`src/rtl/qdiv_seq.sv`:
```
// Sequential sign-magnitude Q-format divider using restoring shift-subtract, one quotient bit per clock.
// Define QDIV_ROUND_EN to compute a guard bit and round half up on magnitude (one extra cycle).
module qdiv_seq #(
    parameter int unsigned Q = 15,
    parameter int unsigned N = 32
) (
    input  logic         clk,
    input  logic         rst_n,
    input  logic         start,
    input  logic [N-1:0] dividend,
    input  logic [N-1:0] divisor,
    output logic [N-1:0] quotient,
    output logic         busy,
    output logic         done,
    output logic         overflow,
    output logic         div_by_zero
);

`ifdef QDIV_ROUND_EN
    localparam int unsigned GUARD = 1;
`else
    localparam int unsigned GUARD = 0;
`endif
    localparam int unsigned TW    = N - 1 + Q;
    localparam int unsigned ITERS = TW + GUARD;
    localparam int unsigned CW    = $clog2(ITERS + 1);

    typedef enum logic [1:0] {IDLE, CALC, DONE} state_t;

    state_t           state, state_nx;
    logic [ITERS-1:0] num;
    logic [ITERS-1:0] qreg;
    logic [N-1:0]     rem;
    logic [N-2:0]     dvs;
    logic [CW-1:0]    cnt;
    logic             sign;
    logic             dz_r;

    logic             accept;
    logic [N-1:0]     rem_sh;
    logic [N-1:0]     rem_nx;
    logic             ge;
    logic [TW:0]      rq;
    logic             res_ovf;
    logic [N-2:0]     res_mag;
    logic             res_sign;

    // State register
    always_ff @(posedge clk or negedge rst_n) begin
        if (!rst_n) state <= IDLE;
        else        state <= state_nx;
    end

    // Next state, one restoring iteration and result formation
    always_comb begin
        state_nx = state;
        accept   = 1'b0;
        case (state)
            IDLE: begin
                if (start) begin
                    accept   = 1'b1;
                    state_nx = (divisor[N-2:0] == '0) ? DONE : CALC;
                end
            end
            CALC:    if (cnt == CW'(ITERS - 1)) state_nx = DONE;
            DONE:    state_nx = IDLE;
            default: state_nx = IDLE;
        endcase

        rem_sh = {rem[N-2:0], num[ITERS-1]};
        ge     = (rem_sh >= {1'b0, dvs});
        rem_nx = ge ? (rem_sh - {1'b0, dvs}) : rem_sh;

`ifdef QDIV_ROUND_EN
        rq = {1'b0, qreg[ITERS-1:1]} + (TW+1)'(qreg[0]);
`else
        rq = {1'b0, qreg};
`endif
        res_ovf = 1'b0;
        res_mag = rq[N-2:0];
        if (dz_r) begin
            res_mag = '1;
        end else if (|rq[TW:N-1]) begin
            res_ovf = 1'b1;
            res_mag = '1;
        end
        // Zero magnitude is always reported positive
        res_sign = sign & (res_mag != '0);
    end

    // Datapath and registered outputs
    always_ff @(posedge clk or negedge rst_n) begin
        if (!rst_n) begin
            num         <= '0;
            qreg        <= '0;
            rem         <= '0;
            dvs         <= '0;
            cnt         <= '0;
            sign        <= 1'b0;
            dz_r        <= 1'b0;
            quotient    <= '0;
            busy        <= 1'b0;
            done        <= 1'b0;
            overflow    <= 1'b0;
            div_by_zero <= 1'b0;
        end else begin
            done <= (state == DONE);
            if (accept) begin
                sign        <= dividend[N-1] ^ divisor[N-1];
                num         <= ITERS'(dividend[N-2:0]) << (ITERS - (N - 1));
                dvs         <= divisor[N-2:0];
                dz_r        <= (divisor[N-2:0] == '0);
                rem         <= '0;
                qreg        <= '0;
                cnt         <= '0;
                busy        <= 1'b1;
                overflow    <= 1'b0;
                div_by_zero <= 1'b0;
            end else if (state == CALC) begin
                rem  <= rem_nx;
                qreg <= {qreg[ITERS-2:0], ge};
                num  <= num << 1;
                cnt  <= cnt + CW'(1);
            end else if (state == DONE) begin
                quotient    <= {res_sign, res_mag};
                overflow    <= res_ovf;
                div_by_zero <= dz_r;
                busy        <= 1'b0;
            end
        end
    end

endmodule
```
`config.mk`:
```
export PLATFORM = sky130hd
export DESIGN_NAME = qdiv_seq
export DESIGN_NICKNAME = d
export VERILOG_FILES = /design/src/rtl/qdiv_seq.sv
export SDC_FILE = /design/constraint.sdc
export NUM_CORES = 1
export LEC_CHECK = 0
export ABC_AREA = 1
export CORE_ASPECT_RATIO = 0.5
export CORE_MARGIN = 4
export CORE_UTILIZATION = 42
export DETAILED_ROUTE_END_ITERATION = 7
export GPL_TIMING_DRIVEN = 0
export MAX_ROUTING_LAYER = met4
export SYNTH_ARGS = -nofsm -noshare
export SYNTH_HDL_FRONTEND = slang
export SYNTH_SLANG_ARGS = --single-unit
```
`constraint.sdc`:
```
create_clock -name clk -period 2.9 [get_ports clk]
set_input_delay 0.58 -clock clk [delete_from_list [all_inputs] [get_ports clk]]
set_output_delay 0.58 -clock clk [all_outputs]
set_load 0.005 [all_outputs]
```
==> metrics.yaml, run 1 <==
hold_class: "in -> async"
routed-via-count: 9104
wire_per_inst_um: 14.99
numClockSinks: 185
ys_warn_count: 0
die_h_um: 119.1
antenna_found_initial: 0
routed_wl_um: 27770
num_antenna_cells: 0
final.setup.worst_slack_ps: 288.6
report.final.hold_viol_count: 0
grt_max_degree: 110
reg2regPathDepth: 17
place_ws_ps: 316.2
via_per_inst: 4.913
final_area_mm2: 0.01239
drt_pass1_iterations: 5
clkTransAtPathRegs_ps: 70
required_ps: 3230
gp_congestion: 0.9842
first_iter_violations: 622
synth_area_leaders: "dfrtp_1 45%, nand2_1 15%, inv_1 8.8%"
ys.flop_type: "dfrtp_1"
pwr_density_cell_mw_per_mm2: 1334
clock.fmax_mhz: 382.9
grt_pass1_wl_um: 46070
rrSetupSlack_ps: 290
finalSetupTns_ps: 0
fin_crit_sh: 0.9005
drc: 0
start_util: 0.4298
ir_drop_mv: 0.5846
cap_violations: 0
ioPinCount: 103
synth_seq_area_share: 0.4465
crit_fanout: 10
outcome: "finished, final reports clean"
rsz0062_at_grt: "false"
critical_path_arrival_ps: 2940
final_cell_mix: "421 x nand2_1, 242 x inv_1, 185 x dfrtp_1"
cts_setup_buffers: 0
synth_edf_count: 0
synth_area_per_cell_um2: 7.496
cts_tree: "done"
leakage_nw: 6.239
core.rowCount: 40
post-route-util: 0.5135
startpoint_type: "register"
rr_endpoint: "rem[29]$_DFFE_PN0P_"
slew_viol_final: 0
instances_no_fill: 1853
min_period_ps: 2611
synth_cell_type_count: 43
ctsResizeCount: 0
final_nets: 1606
synth_area_mm2: 0.01037
die_w_um: 230.2
synth.top_cell.area_share: 0.4465
cts_buffers: 17
place_hpwl_um: 21700
clock-root-buffer: "clkbuf_16"
ctsHoldBuffers: 0
htreeDepth: 4
hold_ws_ps: 74.91
syn_nets: 1484
overflow: 0
drive_gt1_frac: 0.05669
dieArea_mm2: 0.02741
clockBufferDepth: 2
core_mm2: 0.02412
crit_type: "reg -> reg"
r2r-start: "num[45]$_DFFE_PN0P_"
synthToLayoutAreaGrowth_pct: 19.49
setup_violations: 0
p_total_mw: 16.53
yosys.area.top_type: "dfrtp_1"
endpoint_kind: "register"
insertion_delay_ps: 440
port_buffers: 102
synth_seq_cells: 185
place_inst: 1822
ant_nets: 0
placed_area_mm2: 0.01184
synthArstFlopShare: 1.000
grt_pass1_vias: 9105
worst_slew_pin_slew_ps: 873.4
grtUsageTotal: 0.2158
final_common_cell: "nand2_1"
slew_headroom: 0.4124
synthCells: 1383
fin_skew_ps: 10.76
worst max path at each step:
stage	startpoint	end	slack, ps	cells past startpoint
after floorplan	num[45]$_DFFE_PN0P_	rem[29]$_DFFE_PN0P_	770	17
after global placement	rst_n	rem[25]$_DFFE_PN0P_	-6400	1
after detailed placement	num[45]$_DFFE_PN0P_	rem[28]$_DFFE_PN0P_	320	17
after CTS	num[45]$_DFFE_PN0P_	rem[28]$_DFFE_PN0P_	300	17
after global routing	num[45]$_DFFE_PN0P_	rem[28]$_DFFE_PN0P_	80	17
final	num[45]$_DFFE_PN0P_	rem[29]$_DFFE_PN0P_	290	17
cell usage after synthesis, types with 17 or more instances:
master    number
dfrtp_1      185
inv_1        242
o21ai_0       43
clkbuf_1      27
o22ai_1       48
nand3_1       59
ha_1          33
nand3b_1      18
nor2_1       137
nand4_1       22
o221ai_1      28
a21oi_1       17
nand2_1      421
layer usage:
layer  up-vias  part of all wire  GRT usage
li1       4597                 -          -
met1      4340              0.49     0.2917
met2       132              0.46     0.3383
met4         0             0.021    0.06264
met3        35             0.035    0.03585
met5         -                 0          -
flip-flops by register name, summed over array words and instances (netlist names):
signal and flops:
overflow 1, sign 1, qreg 46, quotient 32, dz_r 1, div_by_zero 1
cnt 6, num 31, busy 1, done 1, dvs 31, state 2
rem 31
area by class of cell:
type | instances | area (µm²)
repair buffers | 103 | 1054
plain buffers | 45 | 227.7
inverters | 248 | 930.9
flip-flops and latches | 185 | 4629
clock inverters | 13 | 117.6
fillers | 2388 | 11740
well taps | 336 | 420.4
multi-input cells | 905 | 4579
clock buffers | 18 | 429.2
power breakdown:
group	internal, mW	leakage (nW)	switching, mW
Sequential	3.67	2.23	0.545
Combinational	3.71	3.74	6.40
Clock	1.12	0.267	1.08
kinds of logic (layout without fill, tap and decap cells):
| family | after synthesis | in the layout | share of synthesized area |
|---|---|---|---|
| buffers and inverters | 293 | 427 | 0.1118 |
| adders and majority gates | 34 | 34 | 0.04176 |
| xor gates and xnor gates | 16 | 16 | 0.01352 |
| AOI/OAI and AO/OA | 146 | 146 | 0.08883 |
| DFF | 185 | 185 | 0.4465 |
| and+or+nand+nor | 709 | 709 | 0.2976 |
worst max-delay path, cell delays in order (launching register included):
cell and delay (ps):
dfrtp_1 360, inv_1 120, ha_1 160, inv_1 90, fa_1 450, nand2_1 100, nand2_1 90, nand3_2 90
nand2_2 100, nand2_1 120, nand3_2 90, nand2_4 200, nand2_8 120, nand2_8 110, buf_12 150, nand2_2 50
nand2_1 60, nand2_1 50
Note: power is estimated with default switching activity, not from simulation.
==> run 2: changes to the inputs <==
- clock period: 2.9 -> 3.3 ns (I/O delays scaled with it)
==> results of run 2 <==
Same layout as run 1 (identical final DEF). Status: finished, final reports clean.
Main changes from that run: setup slack after placement 316.2 ps -> 671.4 ps; setup slack after layout 288.6 ps -> 688.6 ps; hold slack 74.91 ps -> 154.9 ps; register-to-register setup slack 290 ps -> 690 ps; total power 16.53 mW -> 14.53 mW; worst IR drop on VDD 0.5846 mV -> 0.5138 mV
